$ cat config.mk
export PLATFORM = sky130hd
export DESIGN_NAME = grant_lock_flat
export DESIGN_NICKNAME = d
export VERILOG_FILES = /design/src/rtl/grant_lock_pkg.sv /design/src/rtl/grant_lock_if.sv /design/src/rtl/grant_lock_prio_sel4.sv /design/src/rtl/grant_lock.sv /design/src/flat_wrapper.sv
export SDC_FILE = /design/constraint.sdc
export NUM_CORES = 1
export LEC_CHECK = 0
export ABC_AREA = 1
export CAP_MARGIN = 20
export CELL_PAD_IN_SITES_DETAIL_PLACEMENT = 1
export CELL_PAD_IN_SITES_GLOBAL_PLACEMENT = 1
export CORE_ASPECT_RATIO = 1.4
export CORE_MARGIN = 8
export CORE_UTILIZATION = 32
export DETAILED_ROUTE_END_ITERATION = 12
export PLACE_DENSITY_LB_ADDON = 0.05
export SLEW_MARGIN = 10
export SYNTH_ARGS = -nofsm -noshare
export SYNTH_HDL_FRONTEND = slang
export SYNTH_SLANG_ARGS = --single-unit
$ cat constraint.sdc
create_clock -name clock -period 1.3 [get_ports clock]
set_input_delay 0.26 -clock clock [delete_from_list [all_inputs] [get_ports clock]]
set_output_delay 0.26 -clock clock [all_outputs]
set_load 0.05 [all_outputs]
$ cat src/rtl/grant_lock_pkg.sv
// Shared types and constants for the grant_lock arbiter.
package grant_lock_pkg;

  localparam int REQ_W = 4;
  localparam logic [REQ_W-1:0] NO_GNT = 4'b0000;

  typedef enum logic [1:0] {
    IDLE = 2'd0,
    HOLD = 2'd1,
    GAP  = 2'd2
  } state_e;

endpackage

$ cat src/rtl/grant_lock_if.sv
// Request/grant bundle between requesters (master) and the grant_lock arbiter (slave).
interface grant_lock_if;
  import grant_lock_pkg::*;

  logic [REQ_W-1:0] req;
  logic [REQ_W-1:0] done;
  logic             en;
  logic [REQ_W-1:0] gnt;
  logic             busy;
  logic             timeout;

  modport master (output req, done, en, input gnt, busy, timeout);
  modport slave  (input req, done, en, output gnt, busy, timeout);
endinterface

$ cat src/rtl/grant_lock_prio_sel4.sv
// Fixed-priority picker: highest set bit wins, result is one-hot.
module prio_sel4
  import grant_lock_pkg::*;
(
  input  logic [REQ_W-1:0] vec,
  output logic [REQ_W-1:0] onehot,
  output logic             any
);

  // Ascending scan, so the last (highest) set bit overwrites lower ones.
  always_comb begin
    onehot = NO_GNT;
    for (int i = 0; i < REQ_W; i++) begin
      if (vec[i]) onehot = REQ_W'(1) << i;
    end
    any = |vec;
  end

endmodule

$ cat src/rtl/grant_lock.sv
// Fixed-priority grant holder with bounded hold time, one-cycle gap and
// anti-starvation mask for requesters that were forcibly released.
module grant_lock
  import grant_lock_pkg::*;
#(
  parameter int MAX_HOLD = 16
) (
  input  logic         clock,
  input  logic         reset,
  grant_lock_if.slave  bus
);

  localparam int               CNT_W   = $clog2(MAX_HOLD);
  localparam logic [CNT_W-1:0] CNT_LIM = CNT_W'(MAX_HOLD - 1);

  state_e           state_q, state_d;
  logic [REQ_W-1:0] gnt_q, gnt_d;
  logic [REQ_W-1:0] mask_q, mask_d;
  logic [CNT_W-1:0] cnt_q, cnt_d;
  logic             to_q, to_d;

  logic [REQ_W-1:0] unmasked, cand, sel;
  logic             sel_vld, normal_rel, at_lim;

  // Requesters that timed out step aside only while someone else is asking.
  assign unmasked = bus.req & ~mask_q;
  assign cand     = (|unmasked) ? unmasked : bus.req;

  prio_sel4 u_sel (
    .vec    (cand),
    .onehot (sel),
    .any    (sel_vld)
  );

  // Only the current holder's done/req bits matter; gnt_q is one-hot.
  assign normal_rel = (|(gnt_q & bus.done)) | ~(|(gnt_q & bus.req));
  assign at_lim     = (cnt_q == CNT_LIM);

  always_comb begin
    state_d = state_q;
    gnt_d   = gnt_q;
    mask_d  = mask_q;
    cnt_d   = cnt_q;
    to_d    = 1'b0;
    unique case (state_q)
      IDLE: begin
        if (bus.en && sel_vld) begin
          state_d = HOLD;
          gnt_d   = sel;
          cnt_d   = '0;
          mask_d  = NO_GNT;
        end
      end
      HOLD: begin
        if (normal_rel || at_lim) begin
          state_d = GAP;
          gnt_d   = NO_GNT;
          cnt_d   = '0;
          // A voluntary release on the limit cycle is not a timeout.
          if (!normal_rel) begin
            to_d   = 1'b1;
            mask_d = mask_q | gnt_q;
          end
        end else begin
          cnt_d = cnt_q + 1'b1;
        end
      end
      GAP:     state_d = IDLE;
      default: state_d = IDLE;
    endcase
  end

  always_ff @(posedge clock) begin
    if (reset) begin
      state_q <= IDLE;
      gnt_q   <= NO_GNT;
      mask_q  <= NO_GNT;
      cnt_q   <= '0;
      to_q    <= 1'b0;
    end else begin
      state_q <= state_d;
      gnt_q   <= gnt_d;
      mask_q  <= mask_d;
      cnt_q   <= cnt_d;
      to_q    <= to_d;
    end
  end

  assign bus.gnt     = gnt_q;
  assign bus.busy    = (state_q != IDLE);
  assign bus.timeout = to_q;

endmodule

$ cat src/flat_wrapper.sv
// flat-port wrapper written by rule: the top's interface ports become plain ports
module grant_lock_flat import grant_lock_pkg::*;
#(
  parameter int MAX_HOLD = 16
)
  (clock, reset, bus_req, bus_done, bus_en, bus_gnt, bus_busy, bus_timeout);
  grant_lock_if bus_i ();
  input  logic clock;
  input  logic reset;
  input wire logic [$bits(bus_i.req)-1:0] bus_req;
  input wire logic [$bits(bus_i.done)-1:0] bus_done;
  input wire logic [$bits(bus_i.en)-1:0] bus_en;
  output wire logic [$bits(bus_i.gnt)-1:0] bus_gnt;
  output wire logic [$bits(bus_i.busy)-1:0] bus_busy;
  output wire logic [$bits(bus_i.timeout)-1:0] bus_timeout;
  assign bus_i.req = bus_req;
  assign bus_i.done = bus_done;
  assign bus_i.en = bus_en;
  assign bus_gnt = bus_i.gnt;
  assign bus_busy = bus_i.busy;
  assign bus_timeout = bus_i.timeout;
  grant_lock #(.MAX_HOLD(MAX_HOLD)) u_core (.clock(clock), .reset(reset), .bus(bus_i));
endmodule
==> key figures, run 1 <==
STA
  • Relative slew slack: 0.821
  • Crit share post-route: 1.18
  • Final worst slack: -0.236 ns
  • Setup violators final: 13
  • Slew of the pin with the lowest slew margin: 0.268 ns
  • Clk_skew: 0.00788 ns
  • Unrepaired setup endpoints after global routing: yes
  • Final Hold Viols: 0
  • Slew Viols, Final: 0
  • Achievable Freq: 651 MHz
  • Tmin final: 1.54 ns
  • Final sum of negative setup slack: -2.48 ns

Yosys
  • Post-synthesis cell count: 131
  • List of most frequent post-synthesis cells: nand2_1, nor2_1, dfxtp_1, nand3_1, a21oi_1
  • Post-synth EDFFs: 0
  • Dominant synthesized flop cell: dfxtp_1
  • Synth top area share: 0.334
  • Top area cells in the synthesized netlist: dfxtp_1, nand2_1, nor2_1
  • Syn nets: 143
  • Yosys warnings: 0
  • Yosys cell types: 24
  • Yosys top cell by area: dfxtp_1
  • Cell area after synthesis: 898 sq um
  • FF+latch count, synth: 15
  • Mapped Avg Cell Area: 6.86 sq um
  • Sequential-to-total area share from yosys stat: 0.334
  • Most numerous cell in the Yosys netlist: nand2_1
  • Synth async-reset ratio: 0

Pwr
  • Final Power: 1.89 mW
  • Power Dens Cells: 1190 mW/mm^2
  • Design internal power: 1.11 mW
  • Leak pwr: 0.707 nW
  • VDD IR-drop max: 779 uV
  • Sw frac: 0.411
  • Combinational Power Share: 0.547
  • Flop pwr share: 0.305
  • P_sw: 777 uW
  • Clock Power Share: 0.149

Setup path
  • Worst path required time: 1.53 ns
  • Startpoint types: flop
  • CP Max Fanout: 7
  • CP endpoint kind: flop
  • Crit path kind: reg -> reg
  • Critical Path AT: 1.76 ns

Clock tree
  • Worst-path clk slew: 0.10 ns
  • Num Clock Sinks: 15
  • CTS root buf: clkbuf_4
  • CTS tree: done
  • Maximum clock path buffer count: 2
  • H-Tree Depth: 1
  • CTS buffer count: 3
  • Worst-skew pair later-pin latency: 0.29 ns

Die
  • Die height: 78.7 microns
  • # rows: 22
  • CORE AREA: 0.00264 sq mm
  • Die Area: 0.00478 sq mm
  • Chip width: 60.8 microns
  • Initial Util: 0.340
  • IO Count: 17

Final layout
  • Finished Layout Cells: 220
  • # diodes: 0
  • Fill cell count: 337
  • Share of cells above drive strength 1: 0.565
  • Area growth syn-to-layout: 76.6%
  • Final Instance Area: 0.00159 sq mm
  • Final #Nets: 197

Global routing
  • Antenna violations before repair: 0
  • Overall Global Routing Usage: 0.140
  • Number of global-route vias before repair: 1090
  • First-pass GRT wire length: 5130 microns
  • GRT overflow: 0
  • Largest net degree at the start of global routing: 10

Place
  • DP Wirelength: 2440 microns
  • Pre-CTS WS: -0.601 ns
  • Routability cong.: 0.794
  • Area after DPL: 0.00140 sq mm
  • DP Cell Count: 211
  • IO Port Bufs: 16

Detailed routing
  • Via count: 1065
  • Final WL: 3350 microns
  • Total iterations of the first detailed-routing run: 4
  • DR iter-0 viols: 13
  • DRC: 0
  • DR WL/cell: 15.2 microns
  • Routed Antenna Nets: 0
  • DR vias/cell: 4.84

Job
  • Max cap viols: 0

Min path
  • Hold Crit Class: reg -> reg

Run status
  • Failing checks: negative setup slack
  • Status: finished, violations left
[worst max-delay path, cell delays in order, from the launching register on]
cell and delay (ns):
dfxtp_4 0.37, a22o_1 0.24, nor2_4 0.13, nand3_4 0.09, nor2_4 0.18, inv_4 0.09
or2_1 0.23, a21oi_1 0.14
[cells in the final DEF (no fill, tap or decap), types with 6 or more instances in the layout]
master and n:
buf_4 31, nor2_4 7, nand3_2 9, nor2_1 16, inv_2 6, a21oi_1 7
dlygate4sd2_1 6, nand2_1 24, nand2_2 14, dfxtp_2 9
[cell type report]
type	count	area (sq um)	share of cell area
clock buffer	3	22.5	0.0142
clock inverter	1	5.00	0.00315
inverter	14	68.8	0.0434
timing repair buffer	48	448	0.282
multi-input combinational	103	678	0.427
tap	36	45.0	0.0284
sequential	15	319	0.201
[power groups by stage]
| stage | Clock [mW] | Sequential, mW | Combinational, mW |
|---|---|---|---|
| floorplan | 0 | 0.644 | 0.412 |
| global placement | 0 | 0.577 | 0.882 |
| detailed placement | 0 | 0.577 | 0.901 |
| CTS | 0.289 | 0.574 | 0.983 |
| global route | 0.308 | 0.586 | 1.11 |
| finish | 0.282 | 0.576 | 1.03 |
[flip-flops by register name, summed over array words and instances (netlist names)]
register / cells
u_core.bus.timeout: 1
u_core.cnt_q: 4
u_core.bus.gnt: 4
u_core.mask_q: 4
u_core.state_q: 2
[per-layer routing]
layer / part of all wire / global-route usage / up-vias
met1: 0.40 / 0.148 / 514
met5: 0 / 0 / -
li1: - / - / 525
met3: 0.028 / 0.0242 / 6
met4: 0.013 / 0.0422 / 0
met2: 0.56 / 0.262 / 20
[per-stage QoR]
step / hold slack [ns] / utilization
after floorplan: 0.329 / -
after global placement: 0.476 / 0.528
after detailed placement: 0.491 / 0.528
after CTS: 0.523 / 0.578
after global routing: 0.564 / 0.600
final: 0.535 / 0.600
[path summary, 6_finish.rpt]
path / from / endpoint / slack (ns) / cells past startpoint
min: u_core.mask_q[3] / u_core.mask_q[3] / 0.53 / 2
min reg2reg: u_core.mask_q[3] / u_core.mask_q[3] / 0.53 / 2
max: u_core.bus.gnt[2] / u_core.cnt_q[0] / -0.24 / 7
max reg2reg: u_core.bus.gnt[2] / u_core.cnt_q[0] / -0.24 / 7
[kinds of logic after synthesis]
| logic type | after synthesis | share of synthesized area |
|---|---|---|
| buffers and inverters | 14 | 0.0738 |
| DFF | 15 | 0.334 |
| AOI/OAI and AO/OA | 15 | 0.0877 |
| xor gates and xnor gates | 1 | 0.00975 |
| adders and majority gates | 1 | 0.0139 |
| and+or+nand+nor | 85 | 0.481 |
[timing repair]
item,4_1_cts,5_1_grt
setup endpoints to repair,15,15
resized for setup,33,15
gates cloned,1,0
hold buffers,0,0
pin swaps,14,5
setup buffers,3,1
Power figures use the tool's default switching activity.
==> run 2: changes to the inputs <==
--- a/config.mk
+++ b/config.mk
@@ -11,8 +11,9 @@
 export CELL_PAD_IN_SITES_GLOBAL_PLACEMENT = 1
 export CORE_ASPECT_RATIO = 1.4
 export CORE_MARGIN = 8
-export CORE_UTILIZATION = 32
+export CORE_UTILIZATION = 38
 export DETAILED_ROUTE_END_ITERATION = 12
+export DONT_BUFFER_PORTS = 1
 export PLACE_DENSITY_LB_ADDON = 0.05
 export SLEW_MARGIN = 10
 export SYNTH_ARGS = -nofsm -noshare
==> key figures, run 2 (synthesis gave the netlist of run 1 again) <==
Run status
  • Status: finished, violations left
  • Failing checks: negative setup slack

Setup path
  • CP max stage delay: 0.35 ns (-0.02 ns)
  • CP Max Fanout: 5 (-2)
  • Crit path kind: reg -> reg
  • Worst path required time: 1.49 ns (-0.04 ns)
  • Slowest CP cell: dfxtp_2
  • Critical Path AT: 1.73 ns (-0.03 ns)
  • WP buf/inv: 1 (unchanged)
  • Top cell by count, worst path: nand2_2
  • CP endpoint kind: flop
  • Critical path, cell by cell: inv_2 -> nand2_2 -> nand2_2 -> nor2_4 -> nand2_2 -> nand2_4 -> nor2_4 -> nand2_2 -> nand3_4 -> nand2_8 -> nand3_1 -> nand2_1 -> nor2_1
  • Cell family with most CP delay: simple AND/OR/NAND/NOR gates
  • Startpoint types: flop

Detailed routing
  • DR iter-0 viols: 11 (-2)
  • DR vias/cell: 5.23 (+7.9%)
  • DRC: 0 (unchanged)
  • Final WL: 3160 microns (-5.7%)
  • Total iterations of the first detailed-routing run: 4 (unchanged)
  • DR WL/cell: 16.6 microns (+8.6%)
  • Via count: 998 (-6.3%)
  • Routed Antenna Nets: 0 (unchanged)

Place
  • Area after DPL: 0.00113 sq mm (-19%)
  • DP Wirelength: 2390 microns (-2.0%)
  • Routability cong.: 0.822 (+3.6%)
  • IO Port Bufs: 0 (-16)

Die
  • Die height: 73.5 microns (-6.6%)
  • Initial Util: 0.389 (+0.0486)
  • IO Count: 17 (unchanged)
  • CORE AREA: 0.00231 sq mm (-12%)
  • Chip width: 57.1 microns (-6.1%)
  • # rows: 21 (-4.5%)
  • Die Area: 0.00420 sq mm (-12%)

Clock tree
  • Maximum clock path buffer count: 2 (unchanged)
  • H-Tree Depth: 1 (unchanged)
  • Num Clock Sinks: 15 (unchanged)
  • Worst-skew pair later-pin latency: 0.29 ns (about the same)
  • Worst-path clk slew: 0.10 ns (about the same)
  • CTS buffer count: 3 (unchanged)
  • CTS root buf: clkbuf_4
  • CTS tree: done

Final layout
  • Final Instance Area: 0.00137 sq mm (-14%)
  • Most frequent cells in the layout: buf_4, nand2_1, nand2_2
  • Share of cells above drive strength 1: 0.595 (+0.0300)
  • Fill cell count: 297 (-12%)
  • # diodes: 0 (unchanged)
  • Commonest non-fill, non-tap cell in the layout: buf_4
  • Area growth syn-to-layout: 52.6%
  • Final #Nets: 181 (-8.1%)
  • Final core utilization: 0.593 (-0.00731)

Global routing
  • Overall Global Routing Usage: 0.151 (+0.0116)
  • First-pass GRT wire length: 4870 microns (-5.0%)
  • Number of global-route vias before repair: 1050 (-3.7%)
  • Antenna violations before repair: 0 (unchanged)
  • Largest net degree at the start of global routing: 11 (+1)
  • GRT overflow: 0 (unchanged)

STA
  • Setup violators final: 15 (+2)
  • Final worst slack: -0.244 ns (-0.00823 ns)
  • Clk_skew: 0.000721 ns (-0.00716 ns)
  • Slew Viols, Final: 0 (unchanged)
  • Final sum of negative setup slack: -2.84 ns (-0.358 ns)
  • Relative slew slack: 0.684 (-0.137)
  • Final Hold Viols: 0 (unchanged)
  • Slew of the pin with the lowest slew margin: 0.473 ns (+0.205 ns)
  • Hold slack: 0.0200 ns (-0.515 ns)
  • Tmin final: 1.54 ns (+0.00823 ns)
  • Unrepaired setup endpoints after global routing: yes
  • Achievable Freq: 647 MHz (-0.53%)
  • Crit share post-route: 1.19 (+0.00633)

Pwr
  • Final Power: 1.78 mW (-5.7%)
  • VDD IR-drop max: 809 uV (+3.9%)
  • Leak pwr: 0.615 nW (-13%)
  • Power Dens Cells: 1300 mW/mm^2 (+9.0%)

Min path
  • Hold Crit Class: in -> reg

Job
  • Max cap viols: 0 (unchanged)
## run 2: cell count changes in the layout (fill, tap and decap cells not counted), moves of 3 or more
| cell | change |
|---|---|
| dlygate4sd2_1 | -6 |
| nand3_1 | +3 |
| nor2_1 | -3 |
| buf_12 | -5 |
| nor2_2 | +3 |
| clkdlybuf4s50_1 | -4 |
| nand2_1 | -4 |
## run 2: path summary, 6_finish.rpt
check	start	end	slack (ns)	depth (start not counted)
worst max-delay path	u_core.mask_q[0]	u_core.bus.gnt[1]	-0.24	13
worst min-delay path	reset	u_core.cnt_q[1]	0.02	1
worst max register to register	u_core.mask_q[0]	u_core.bus.gnt[1]	-0.24	13
worst min register to register	u_core.cnt_q[3]	u_core.cnt_q[3]	0.52	2
## run 2: per-stage QoR
| stage | cells | setup WS (ns) |
|---|---|---|
| final | 191 | -0.244 |
| after global routing | 191 | -0.338 |
| after CTS | 187 | -0.261 |
| after detailed placement | 177 | -0.256 |
| after global placement | 177 | -0.217 |
| after floorplan | 131 | -0.177 |
## run 2: final cells by class
type	instances	area, sq um	area share
Clock buffer	3	22.5	0.0164
Clock inverter	1	5.00	0.00365
Inverter	14	68.8	0.0502
Multi-Input combinational cell	103	683	0.498
Sequential cell	15	317	0.231
Tap cell	23	28.8	0.0210
Timing Repair Buffer	32	246	0.180
## run 2: what timing repair did
action / CTS / global route
cloned: 1 / 0
gates resized for setup: 12 / 33
hold buffers: 0 / 1
setup endpoints to repair: 15 / 16
pin swaps: 10 / 17
buffers inserted: 5 / 3
endpoints found under the hold margin: 0 / 3
## run 2: metal layers
| layer | routed length [microns] | track usage |
|---|---|---|
| met5 | 0 | 0 |
| met4 | 116 | 0.0969 |
| met3 | 142 | 0.0415 |
| met1 | 1050 | 0.132 |
| met2 | 1860 | 0.289 |
## run 2: power breakdown
part	internal (mW)	switching (mW)
logic	0.386	0.540
clock network	0.115	0.168
registers	0.525	0.0497
==> run 3: changes to the inputs <==
--- a/config.mk
+++ b/config.mk
@@ -15,6 +15,7 @@
 export DETAILED_ROUTE_END_ITERATION = 12
 export DONT_BUFFER_PORTS = 1
 export PLACE_DENSITY_LB_ADDON = 0.05
+export REMOVE_ABC_BUFFERS = 1
 export SLEW_MARGIN = 10
 export SYNTH_ARGS = -nofsm -noshare
 export SYNTH_HDL_FRONTEND = slang
==> key figures, run 3 (synthesis gave the netlist of run 1 again) <==
Run status
  • Status: finished, violations left
  • Failing checks: negative setup slack

Detailed routing
  • Via count: 974 (-2.4%)
  • DR iter-0 viols: 10 (-1)
  • DRC: 0 (unchanged)
  • Total iterations of the first detailed-routing run: 2 (-2)
  • DR WL/cell: 14.9 microns (-10%)
  • DR vias/cell: 5.21 (-0.32%)
  • Final WL: 2780 microns (-12%)
  • Routed Antenna Nets: 0 (unchanged)

Clock tree
  • Num Clock Sinks: 15 (unchanged)
  • Maximum clock path buffer count: 2 (unchanged)
  • CTS buffer count: 3 (unchanged)
  • Worst-path clk slew: 0.09 ns (about the same)
  • CTS root buf: clkbuf_4
  • Worst-skew pair later-pin latency: 0.29 ns (about the same)
  • CTS tree: done
  • H-Tree Depth: 1 (unchanged)

Setup path
  • Startpoint types: flop
  • CP endpoint kind: flop
  • Critical Path AT: 1.77 ns (+0.04 ns)
  • Worst path required time: 1.54 ns (+0.05 ns)
  • CP Max Fanout: 5 (unchanged)
  • Crit path kind: reg -> reg

Die
  • IO Count: 17 (unchanged)
  • CORE AREA: 0.00231 sq mm (unchanged)
  • # rows: 21 (unchanged)
  • Chip width: 57.1 microns (unchanged)
  • Die Area: 0.00420 sq mm (unchanged)
  • Initial Util: 0.389 (unchanged)
  • Die height: 73.5 microns (unchanged)

STA
  • Final worst slack: -0.234 ns (+0.0104 ns)
  • Setup violators final: 13 (-2)
  • Unrepaired setup endpoints after global routing: yes
  • Final Hold Viols: 0 (unchanged)
  • Relative slew slack: 0.684 (about the same)
  • Slew of the pin with the lowest slew margin: 0.473 ns (+0.0000477 ns)
  • Achievable Freq: 652 MHz (+0.68%)
  • Tmin final: 1.53 ns (-0.0104 ns)
  • Clk_skew: 0.000587 ns (-0.000133 ns)
  • Crit share post-route: 1.18 (-0.00801)
  • Slew Viols, Final: 0 (unchanged)

Pwr
  • Final Power: 1.66 mW (-6.7%)
  • VDD IR-drop max: 480 uV (-41%)
  • Leak pwr: 0.583 nW (-5.2%)
  • Power Dens Cells: 1320 mW/mm^2 (+1.6%)

Global routing
  • Antenna violations before repair: 0 (unchanged)
  • Number of global-route vias before repair: 1030 (-1.9%)
  • Largest net degree at the start of global routing: 11 (unchanged)
  • Overall Global Routing Usage: 0.141 (-0.00967)
  • First-pass GRT wire length: 4580 microns (-6.0%)
  • GRT overflow: 0 (unchanged)

Min path
  • Hold Crit Class: in -> reg

Final layout
  • # diodes: 0 (unchanged)
  • Fill cell count: 301 (+1.3%)
  • Share of cells above drive strength 1: 0.476 (-0.120)
  • Area growth syn-to-layout: 40.3%
  • Most frequent cells in the layout: buf_4, nand2_1, nor2_1
  • Commonest non-fill, non-tap cell in the layout: buf_4
  • Final Instance Area: 0.00126 sq mm (-8.1%)
  • Final #Nets: 177 (-2.2%)
  • Finished Layout Cells: 187 (-2.1%)

Place
  • Area after DPL: 0.00111 sq mm (-1.7%)
  • IO Port Bufs: 0 (unchanged)
  • Routability cong.: 0.778 (-5.4%)
  • DP Cell Count: 179 (+1.1%)
  • DP Wirelength: 2210 microns (-7.7%)
  • Pre-CTS WS: -0.296 ns (-0.0408 ns)

Job
  • Max cap viols: 0 (unchanged)
## run 3: changes by cell type in the layout (fill, tap and decap cells not counted), sizes merged
cell	before	now
buf	31	27
## run 3: worst max-delay path, cell delays in order, from the launching register on
cell and delay [ns]:
dfxtp_2 0.34, inv_1 0.05, nand2_2 0.07, nand2_2 0.06
nor2_4 0.17, nand2_1 0.07, nand2_1 0.08, nor2_1 0.05
nand2_2 0.09, nand3_4 0.13, nand2_8 0.12, nand2_4 0.07
nand2_2 0.05, nand2_1 0.04, nor2_1 0.09
## run 3: final cells by class
| cell class | instances | area (sq um) | area share |
|---|---|---|---|
| inverter | 14 | 66.3 | 0.0526 |
| sequential | 15 | 308 | 0.244 |
| tap | 23 | 28.8 | 0.0228 |
| multi-input combinational | 103 | 617 | 0.490 |
| timing repair buffer | 28 | 213 | 0.169 |
| clock inverter | 1 | 5.00 | 0.00397 |
| clock buffer | 3 | 22.5 | 0.0179 |
## run 3: path summary, 6_finish.rpt
check	startpoint	to	slack (ns)	cells past startpoint
hold reg to reg	u_core.cnt_q[3]	u_core.cnt_q[3]	0.54	2
setup / recovery	u_core.mask_q[0]	u_core.mask_q[2]	-0.23	14
setup reg to reg	u_core.mask_q[0]	u_core.mask_q[2]	-0.23	14
hold / removal	reset	u_core.cnt_q[1]	0.01	1
## run 3: metrics by stage
stage / hold WS (ns) / TNS, ns / util
6_report: 0.0113 / -2.60 / 0.545
5_1_grt: 0.00666 / -3.95 / 0.545
4_1_cts: 0.0121 / -2.77 / 0.521
3_5_place_dp: 0.335 / -3.46 / 0.482
3_3_place_gp: 0.331 / -2.52 / 0.482
2_1_floorplan: 0.329 / -2.85 / -
## run 3: report_power, final
group          internal (mW)  leakage (nW)  switching [mW]
combinational          0.337         0.440           0.480
clock                  0.115        0.0177           0.166
sequential             0.521         0.125          0.0462
## run 3: what timing repair did
action	CTS	global route
hold endpoints to repair	0	2
pin swaps	6	7
resized for setup	15	17
cloned	1	0
setup buffers	2	0
hold buffers	0	1
endpoints found under the setup margin	15	15
## run 3: per-layer routing
metal | up-vias | routed length [microns] | global-route usage
li1 | 490 | - | -
met5 | - | 0 | 0
met1 | 463 | 1020 | 0.134
met2 | 15 | 1550 | 0.260
met4 | 0 | 54 | 0.0707
met3 | 6 | 160 | 0.0484
